`src/rtl/mem_port_arbiter_if.sv`:
```
// Bundle of fetch, data and RAM-side signals for the unified-memory arbiter.
// slave is the arbiter's view; master is the core plus RAM side.
interface mem_port_arbiter_if #(
    parameter int DATA_WIDTH = 32
);
    logic                  i_req;
    logic [31:0]           i_addr;
    logic                  i_gnt;
    logic                  i_rvalid;
    logic [DATA_WIDTH-1:0] i_rdata;

    logic                  d_req;
    logic                  d_wen;
    logic [31:0]           d_addr;
    logic [DATA_WIDTH-1:0] d_wdata;
    logic                  d_gnt;
    logic                  d_rvalid;
    logic [DATA_WIDTH-1:0] d_rdata;

    logic                  ram_en;
    logic                  ram_we;
    logic [31:0]           ram_addr;
    logic [DATA_WIDTH-1:0] ram_din;
    logic [DATA_WIDTH-1:0] ram_dout;

    modport slave (
        input  i_req, i_addr,
        output i_gnt, i_rvalid, i_rdata,
        input  d_req, d_wen, d_addr, d_wdata,
        output d_gnt, d_rvalid, d_rdata,
        output ram_en, ram_we, ram_addr, ram_din,
        input  ram_dout
    );

    modport master (
        output i_req, i_addr,
        input  i_gnt, i_rvalid, i_rdata,
        output d_req, d_wen, d_addr, d_wdata,
        input  d_gnt, d_rvalid, d_rdata,
        input  ram_en, ram_we, ram_addr, ram_din,
        output ram_dout
    );
endinterface

```
`src/rtl/mem_port_arbiter.sv`:
```
// Shares one single-port synchronous RAM between fetch and data ports.
// Data wins ties; a starvation counter forces a fetch grant periodically.
module mem_port_arbiter #(
    parameter int DATA_WIDTH   = 32,
    parameter int STARVE_LIMIT = 4,
    parameter int CNT_WIDTH    = 3
) (
    input logic               clk,
    input logic               rst,
    mem_port_arbiter_if.slave bus
);
    typedef enum logic [1:0] {
        OWN_NONE,
        OWN_INST,
        OWN_DATA
    } owner_e;

    localparam logic [CNT_WIDTH-1:0] LIMIT = CNT_WIDTH'(STARVE_LIMIT);

    logic [CNT_WIDTH-1:0]  starve_q, starve_d;
    owner_e                owner_q, owner_d;
    logic                  i_rvalid_q, d_rvalid_q;
    logic [DATA_WIDTH-1:0] i_hold_q, d_hold_q;

    logic force_i;
    logic i_gnt, d_gnt;
    logic unused_addr_lsbs;

    // Grants are gated by reset so nothing reaches the RAM while held.
    always_comb begin
        force_i = (starve_q == LIMIT);
        d_gnt   = rst & bus.d_req & ~(bus.i_req & force_i);
        i_gnt   = rst & bus.i_req & ~d_gnt;
    end

    always_comb begin
        starve_d = '0;
        if (bus.i_req && !i_gnt) begin
            starve_d = (starve_q == LIMIT) ? starve_q : starve_q + 1'b1;
        end
    end

    always_comb begin
        owner_d = OWN_NONE;
        unique case (1'b1)
            i_gnt:              owner_d = OWN_INST;
            d_gnt & ~bus.d_wen: owner_d = OWN_DATA;
            default:            owner_d = OWN_NONE;
        endcase
    end

    always_ff @(posedge clk or negedge rst) begin
        if (!rst) begin
            starve_q   <= '0;
            owner_q    <= OWN_NONE;
            i_rvalid_q <= 1'b0;
            d_rvalid_q <= 1'b0;
            i_hold_q   <= '0;
            d_hold_q   <= '0;
        end else begin
            starve_q   <= starve_d;
            owner_q    <= owner_d;
            i_rvalid_q <= (owner_d == OWN_INST);
            d_rvalid_q <= (owner_d == OWN_DATA);
            if (owner_q == OWN_INST) begin
                i_hold_q <= bus.ram_dout;
            end
            if (owner_q == OWN_DATA) begin
                d_hold_q <= bus.ram_dout;
            end
        end
    end

    always_comb begin
        bus.ram_en   = i_gnt | d_gnt;
        bus.ram_we   = d_gnt & bus.d_wen;
        bus.ram_addr = '0;
        bus.ram_din  = '0;
        if (d_gnt) begin
            bus.ram_addr = {2'b00, bus.d_addr[31:2]};
            bus.ram_din  = bus.d_wdata;
        end else if (i_gnt) begin
            bus.ram_addr = {2'b00, bus.i_addr[31:2]};
        end
    end

    assign bus.i_gnt    = i_gnt;
    assign bus.d_gnt    = d_gnt;
    assign bus.i_rvalid = i_rvalid_q;
    assign bus.d_rvalid = d_rvalid_q;
    assign bus.i_rdata  = i_rvalid_q ? bus.ram_dout : i_hold_q;
    assign bus.d_rdata  = d_rvalid_q ? bus.ram_dout : d_hold_q;

    // Word accesses only: byte offset bits are dropped.
    assign unused_addr_lsbs = ^{bus.i_addr[1:0], bus.d_addr[1:0]};
endmodule

```
`src/flat_wrapper.sv`:
```
// flat-port wrapper written by rule: the top's interface ports become plain ports
module mem_port_arbiter_flat 
#(
    parameter int DATA_WIDTH   = 32,
    parameter int STARVE_LIMIT = 4,
    parameter int CNT_WIDTH    = 3
)
  (clk, rst, bus_i_req, bus_i_addr, bus_i_gnt, bus_i_rvalid, bus_i_rdata, bus_d_req, bus_d_wen, bus_d_addr, bus_d_wdata, bus_d_gnt, bus_d_rvalid, bus_d_rdata, bus_ram_en, bus_ram_we, bus_ram_addr, bus_ram_din, bus_ram_dout);
  mem_port_arbiter_if #(.DATA_WIDTH(DATA_WIDTH)) bus_i ();
  input logic clk;
  input logic rst;
  input wire logic [$bits(bus_i.i_req)-1:0] bus_i_req;
  input wire logic [$bits(bus_i.i_addr)-1:0] bus_i_addr;
  output wire logic [$bits(bus_i.i_gnt)-1:0] bus_i_gnt;
  output wire logic [$bits(bus_i.i_rvalid)-1:0] bus_i_rvalid;
  output wire logic [$bits(bus_i.i_rdata)-1:0] bus_i_rdata;
  input wire logic [$bits(bus_i.d_req)-1:0] bus_d_req;
  input wire logic [$bits(bus_i.d_wen)-1:0] bus_d_wen;
  input wire logic [$bits(bus_i.d_addr)-1:0] bus_d_addr;
  input wire logic [$bits(bus_i.d_wdata)-1:0] bus_d_wdata;
  output wire logic [$bits(bus_i.d_gnt)-1:0] bus_d_gnt;
  output wire logic [$bits(bus_i.d_rvalid)-1:0] bus_d_rvalid;
  output wire logic [$bits(bus_i.d_rdata)-1:0] bus_d_rdata;
  output wire logic [$bits(bus_i.ram_en)-1:0] bus_ram_en;
  output wire logic [$bits(bus_i.ram_we)-1:0] bus_ram_we;
  output wire logic [$bits(bus_i.ram_addr)-1:0] bus_ram_addr;
  output wire logic [$bits(bus_i.ram_din)-1:0] bus_ram_din;
  input wire logic [$bits(bus_i.ram_dout)-1:0] bus_ram_dout;
  assign bus_i.i_req = bus_i_req;
  assign bus_i.i_addr = bus_i_addr;
  assign bus_i_gnt = bus_i.i_gnt;
  assign bus_i_rvalid = bus_i.i_rvalid;
  assign bus_i_rdata = bus_i.i_rdata;
  assign bus_i.d_req = bus_d_req;
  assign bus_i.d_wen = bus_d_wen;
  assign bus_i.d_addr = bus_d_addr;
  assign bus_i.d_wdata = bus_d_wdata;
  assign bus_d_gnt = bus_i.d_gnt;
  assign bus_d_rvalid = bus_i.d_rvalid;
  assign bus_d_rdata = bus_i.d_rdata;
  assign bus_ram_en = bus_i.ram_en;
  assign bus_ram_we = bus_i.ram_we;
  assign bus_ram_addr = bus_i.ram_addr;
  assign bus_ram_din = bus_i.ram_din;
  assign bus_i.ram_dout = bus_ram_dout;
  mem_port_arbiter #(.DATA_WIDTH(DATA_WIDTH), .STARVE_LIMIT(STARVE_LIMIT), .CNT_WIDTH(CNT_WIDTH)) u_core (.clk(clk), .rst(rst), .bus(bus_i));
endmodule
```
`config.mk`:
```
export PLATFORM = sky130hd
export DESIGN_NAME = mem_port_arbiter_flat
export DESIGN_NICKNAME = d
export VERILOG_FILES = /design/src/rtl/mem_port_arbiter_if.sv /design/src/rtl/mem_port_arbiter.sv /design/src/flat_wrapper.sv
export SDC_FILE = /design/constraint.sdc
export NUM_CORES = 1
export LEC_CHECK = 0
export CAP_MARGIN = 30
export CELL_PAD_IN_SITES_DETAIL_PLACEMENT = 1
export CELL_PAD_IN_SITES_GLOBAL_PLACEMENT = 1
export CORE_UTILIZATION = 25
export DETAILED_ROUTE_END_ITERATION = 8
export PLACE_DENSITY_LB_ADDON = 0.1
export SYNTH_ARGS = -nofsm -noshare
export SYNTH_HDL_FRONTEND = slang
export SYNTH_SLANG_ARGS = --single-unit
```
`constraint.sdc`:
```
create_clock -name clk -period 3 [get_ports clk]
set_input_delay 0.75 -clock clk [delete_from_list [all_inputs] [get_ports clk]]
set_output_delay 0.75 -clock clk [all_outputs]
set_load 0.01 [all_outputs]
```
==> impl_results.md, run 1 <==
* 1st-iter DRT viols at 120
* Final net count at ~800
* First-pass iteration count of the detailed router at 4
* Grt total ovfl at 0
* Worst-Skew Late Latency at roughly 330 ps
* Logic pwr share at 38.3%
* Rel. slew slack at a little under three fifths
* Fraction of layout instances using a drive strength above 1 at 21.61%
* Count of cell types in the netlist at 27
* Syn Inst Count at roughly 400
* DR WL/cell at approximately 18 um
* Commonest non-fill, non-tap cell in the layout: clkdlybuf4s50_1
* Initial antenna violation count at 0
* Gpl congestion at just under 0.8
* Register area share after synthesis at 36.70%
* CTS tree: yes
* ANT cells at 0
* Drt via density at 4.605
* Setup Crit Path Kind: reg2out
* Data required time of the worst path at roughly 2300 ps
* Num rows at 50
* Largest net degree at the start of global routing at 47
* Clock tree sinks at just over 70
* Worst EP arrival at 2100 ps
* Leak at 3.389 nW
* Remaining routing DRC violations at 0
* DP Area at about 0.008 mm2
* Clock share of power at between 20 and 30%
* H-tree Lvls at 3
* Area growth syn-to-layout at 67.95%
* Slew @ Worst Pin at 637.8 ps
* CTS Buf Count at 9
* Highest net fanout along the worst path at 15
* Pwr per Cell Area at between 400 and 500 mW/mm2
* Final hold vios at 0
* Final setup fails at 0
* Syn Area/Cell at 12.13 um2
* Total Routed Length at 16590 um
* RSZ-0062 raised after global routing: no
* Startpoint Class: register
* Sw frac at 27.38%
* Hold Path Class: in2async
* Outcome: finished clean
* Ports at between 200 and 300
* Via count at approximately 4200
* Detailed placement HPWL at roughly 12000 um
* Most frequent cells in the layout: clkdlybuf4s50_1, dfrtp_1, mux2_1
* #FFs+latches synth at a little over 70
* Die span in y at 141.2 um
* Fin. max-slew vios at 0
* Starting density of the core at 25.71%
* Highest clock rate at about 350 MHz
* Max IR drop VDD at around 0.24 mV
* First-pass GRT wire length at ~26000 um
* GRT Overall Usage at 16.82%
* Root Driver: clkbuf_16
* Vias in the first global route at between 4000 and 5000
* Sequential power share at 32.8%
* Clk slew on worst S/H paths at around 60 ps
* Clock Path Buffers at 2
* P_sw at between 1 and 1.5 mW
* Internal at about 2.8 mW
* Final Non-Filler Cells at slightly above 900
* Port bufs at 260
* Die area at 0.01992 mm2
* Final period util at between 90% and 100%
* Synth Warn # at 0
* Max cap viols at 0
* Worst hold slack at ~420 ps
* Final instance area at 0.008130 mm2
* Placed cell count at 900
* Die W at about 140 um
* Post-DRT Antenna Nets at 0
* Area of the core at approximately 0.019 mm2
* Setup TNS at 0 ps
* Fin crit period at roughly 2900 ps
* CP Capture Type: primary output
* Post-CTS Setup Inserts at 0
* Post-synthesis instance area at roughly 0.0048 mm2
* Setup Skew at approximately 4.5 ps
## cells in the mapped netlist
cell type | number | area (um2)
dfrtp_1 | 71 | 1777
mux2_1 | 68 | 765.7
nand3_1 | 61 | 305.3
mux2_4 | 60 | 900.9
and3_1 | 34 | 212.7
o22ai_2 | 29 | 362.9
buf_2 | 22 | 110.1
buf_6 | 12 | 135.1
buf_4 | 9 | 67.56
clkbuf_1 | 4 | 15.01
nand2_1 | 3 | 11.26
nor2_1 | 3 | 11.26
and2_1 | 2 | 12.51
ha_1 | 2 | 25.02
inv_1 | 2 | 7.510
nand2b_1 | 2 | 12.51
nor2b_1 | 2 | 12.51
nor3_1 | 2 | 10.01
o21a_1 | 2 | 15.01
o32ai_1 | 2 | 17.52
a21boi_2 | 1 | 11.26
conb_1 | 1 | 3.750
nand3b_1 | 1 | 7.510
nand4_1 | 1 | 6.260
nand4b_1 | 1 | 8.760
o211a_1 | 1 | 10.01
o22ai_1 | 1 | 6.260
## layer usage
| layer | global-route usage [%] | wire length [um] |
|---|---|---|
| met2 | 31.03 | 8689 |
| met1 | 18.79 | 6457 |
| met3 | 4.823 | 1258 |
| met4 | 4.348 | 186 |
| met5 | 0 | 0 |
## power groups by stage
stage	Clock [mW]	Sequential (mW)	Combinational (mW)
floorplan	0	1.22	0.704
global placement	0	1.25	1.45
detailed placement	0	1.27	1.46
CTS	1.15	1.25	1.48
global route	1.17	1.27	1.57
finish	1.10	1.25	1.46
## metrics by stage
| stage | util (%) | setup slack [ps] | power (mW) |
|---|---|---|---|
| finish | 43.18 | 147.8 | 3.805 |
| global route | 43.18 | 13.11 | 4.012 |
| CTS | 43.22 | 8.258 | 3.881 |
| detailed placement | 41.38 | -266.3 | 2.729 |
| global placement | 41.38 | -242.7 | 2.696 |
| floorplan | - | 773.1 | 1.928 |
## cell families after synthesis
group / Yosys count / synth area share (%)
multiplexers: 128 / 34.43
AND/OR/NAND/NOR: 112 / 12.61
flip-flops: 71 / 36.70
buffers and inverters: 49 / 6.927
AO/OA/AOI/OAI: 36 / 8.736
adder cells (fa/ha/maj): 2 / 0.5168
other: 1 / 0.07747
## path summary, 6_finish.rpt
check	start	to	slack, ps	cells after the start
hold reg to reg	u_core.i_hold_q[29]	u_core.i_hold_q[29]	480	1
hold / removal	rst	u_core.d_hold_q[31]	420	2
setup reg to reg	u_core.owner_q[1]	u_core.d_hold_q[27]	1330	3
max in group asynchronous	rst	u_core.d_hold_q[9]	1980	2
setup / recovery	u_core.starve_q[0]	bus_ram_addr[16]	150	6
min in group clk	u_core.i_hold_q[29]	u_core.i_hold_q[29]	480	1
## worst max-delay path, cell delays in order, from the launching register on
cell,delay [ps]
dfrtp_1,410
inv_1,70
ha_2,250
a21boi_4,100
buf_12,180
o22ai_2,160
clkdlybuf4s50_1,590
## layout make-up
type | count | area (um2)
clock buffers | 11 | 242.7
clock inverters | 5 | 63.81
fillers | 2017 | 10700
inverters | 2 | 7.507
multi-input cells | 280 | 2758
flip-flops and latches | 71 | 1779
well taps | 260 | 325.3
repair buffers | 288 | 2954
## sequential cells by signal, summed over array words and instances (netlist names)
| register | flops |
|---|---|
| u_core.i_hold_q | 32 |
| u_core.d_hold_q | 32 |
| u_core.bus.i_rvalid | 1 |
| u_core.starve_q | 3 |
| u_core.bus.d_rvalid | 1 |
| u_core.owner_q | 2 |
## repair_timing
action                                  in CTS  in global routing
cloned                                       1                  0
endpoints found under the setup margin      66                 59
gates resized for setup                      6                  3
hold buffers                                 0                  0
Power figures use the tool's default switching activity.
==> run 2: changes to the inputs <==
CORE_UTILIZATION = 32   (was 25)
CTS_CLUSTER_SIZE = 28   (was default)
GPL_TIMING_DRIVEN = 0   (was default)
==> impl_results.md, run 2 (same netlist as run 1, synthesis figures left out) <==
* DR WL/cell at 19.29 um (+6.6%)
* Ports at 267 (unchanged)
* Placed cell count at 844 (-6.2%)
* Clock share of power at 26.9% (-1.9 points)
* Post-DRT Antenna Nets at 0 (unchanged)
* RSZ-0062 raised after global routing: no
* CTS Buf Count at 9 (unchanged)
* Die W at 125.0 um (-11%)
* Final Non-Filler Cells at 865 (-5.7%)
* Leak at 3.723 nW (+9.8%)
* Post-CTS Hold Buffers at 0 (unchanged)
* Vias in the first global route at 4814 (+3.2%)
* Highest net fanout along the worst path at 11 (-4)
* Fin. max-slew vios at 0 (unchanged)
* Port bufs at 259 (-0.38%)
* Met3 Wirelength at 1222 um (-2.9%)
* Clk slew on worst S/H paths at 60 ps (about the same)
* Internal at 2.647 mW (-4.2%)
* Area of the core at 0.01464 mm2 (-22%)
* Detailed placement HPWL at 12170 um (about the same)
* CP Capture Type: primary output
* Worst-Skew Late Latency at 330 ps (about the same)
* Register area at 0.001777 mm2 (-0.14%)
* Max IR drop VDD at 0.2026 mV (-14%)
* Pwr per Cell Area at 460.0 mW/mm2 (-1.7%)
* Sequential power share at 33.8% (+1.0 points)
* Grt total ovfl at 0 (unchanged)
* Area growth syn-to-layout at 66.22%
* Failing checks: design-rule violations
* Largest net degree at the start of global routing at 34 (-28%)
* Worst hold slack at 228.2 ps (-193.1 ps)
* Post-route core utilization at 54.95% (+12 points)
* Clock tree sinks at 71 (unchanged)
* GRT Overall Usage at 21.29% (+4.5 points)
* Total Routed Length at 16690 um (+0.56%)
* Via count at 4337 (+2.7%)
* Max cap viols at 0 (unchanged)
* Final net count at 811 (+3.0%)
* P_sw at 1.054 mW (+1.2%)
* Fraction of layout instances using a drive strength above 1 at 23.64% (+2.0 points)
* First-pass GRT wire length at 26130 um (+0.29%)
* Commonest non-fill, non-tap cell in the layout: clkdlybuf4s50_1
* 1st-iter DRT viols at 178 (+48%)
* Clock Path Buffers at 2 (unchanged)
* Drt via density at 5.014 (+8.9%)
* Most frequent cells in the layout: clkdlybuf4s50_1, dfrtp_1, mux2_1
* Setup Crit Path Kind: in2out
* ANT cells at 0 (unchanged)
* Final Power at 3.701 mW (-2.7%)
* Final period util at 95.01% (about the same)
* M1 WL at 6443 um (-0.22%)
* Met2 wire len at 8689 um (unchanged)
* Logic pwr share at 39.2% (+0.9 points)
* Die span in y at 125.0 um (-11%)
* Worst EP arrival at 2100 ps (about the same)
* First-pass iteration count of the detailed router at 7 (+3)
* Final setup fails at 0 (unchanged)
* Num rows at 44 (-12%)
* Fill count at 1592 (-21%)
* Final hold vios at 0 (unchanged)
* H-tree Lvls at 3 (unchanged)
* Remaining routing DRC violations at 26 (+26)
* Setup Skew at 8.772 ps (+4.295 ps)
* Hold Path Class: in2async
* Root Driver: clkbuf_16
* Fin crit period at 2850 ps (-1.758 ps)
* Starting density of the core at 33.06% (+7.3 points)
* CTS tree: yes
* Gpl congestion at 0.7943 (+2.8%)
* Startpoint Class: input port
* Data required time of the worst path at 2250 ps (about the same)
* Die area at 0.01562 mm2 (-22%)
* Multi-input gate area at 0.002758 mm2 (unchanged)
* Setup TNS at 0 ps (unchanged)
* Max layer used: met4
* Initial antenna violation count at 0 (unchanged)
* Sw frac at 28.49% (+1.1 points)
* Outcome: complete, but fails checks
* Highest clock rate at 350.8 MHz (about the same)
* Biggest regs: u_core.d_hold_q x32, u_core.i_hold_q x32, u_core.starve_q x3
## run 2: cell count changes in the layout (fill, tap and decap cells not counted), moves of 4 or more
cell | previous run | this run
dlygate4sd2_1 | 0 | 60
buf_2 | 0 | 8
clkinv_2 | 0 | 4
buf_4 | 17 | 24
buf_12 | 10 | 0
buf_6 | 1 | 14
clkdlybuf4s50_1 | 257 | 196
## run 2: layer usage
layer  vias to the layer above  GRT usage (%)
li1                       2019              -
met1                      2133          23.26
met2                       161          39.53
met3                        24          5.819
met4                         0          7.102
met5                         -              0
## run 2: final timing paths
check	start	to	slack, ps	cells past startpoint
setup / recovery	rst	bus_ram_din[11]	150	6
max in group asynchronous	rst	u_core.d_hold_q[29]	2220	2
hold / removal	rst	u_core.d_hold_q[22]	230	1
min in group clk	u_core.i_hold_q[29]	u_core.i_hold_q[29]	490	1
hold reg to reg	u_core.i_hold_q[29]	u_core.i_hold_q[29]	490	1
setup reg to reg	u_core.starve_q[0]	u_core.owner_q[0]	1620	5
## run 2: cell type report
class | count | share of cell area [%]
Inverter | 2 | 0.09330
Multi-Input combinational cell | 280 | 34.27
Clock buffer | 10 | 2.970
Tap cell | 184 | 2.861
Timing Repair Buffer | 265 | 32.70
Sequential cell | 71 | 22.08
Buffer | 47 | 4.572
Clock inverter | 6 | 0.4509
## run 2: timing repair
action / in CTS / in global routing
cloned: 2 / 0
endpoints found under the setup margin: 66 / 32
buffers inserted: 1 / 2
gates resized for setup: 79 / 8
## run 2: per-stage QoR
stage               setup slack (ps)  area [um2]
finish                         149.6        8046
global route                   52.05        8046
CTS                          0.06817        8015
detailed placement            -468.1        7692
global placement               -3108        7667
floorplan                      773.1        4845
## run 2: power groups by stage
| stage | sequential [mW] | combinational, mW | clock [mW] |
|---|---|---|---|
| after global routing | 1.27 | 1.55 | 1.05 |
| after CTS | 1.25 | 1.47 | 1.02 |
| after floorplan | 1.22 | 0.704 | 0 |
| after global placement | 1.25 | 1.44 | 0 |
| after detailed placement | 1.26 | 1.46 | 0 |
| final | 1.25 | 1.45 | 0.997 |
## run 2: critical path, cell delays in order
cell             delay (ps)
buf_6                   160
buf_16                  140
and2_4                  170
buf_2                   180
and3_1                  160
clkdlybuf4s50_1         530
==> run 3: changes to the inputs <==
CTS_CLUSTER_DIAMETER = 100   (was default)
==> results of run 3 <==
Same layout as run 2: the final DEF is identical, and so are final timing and power.
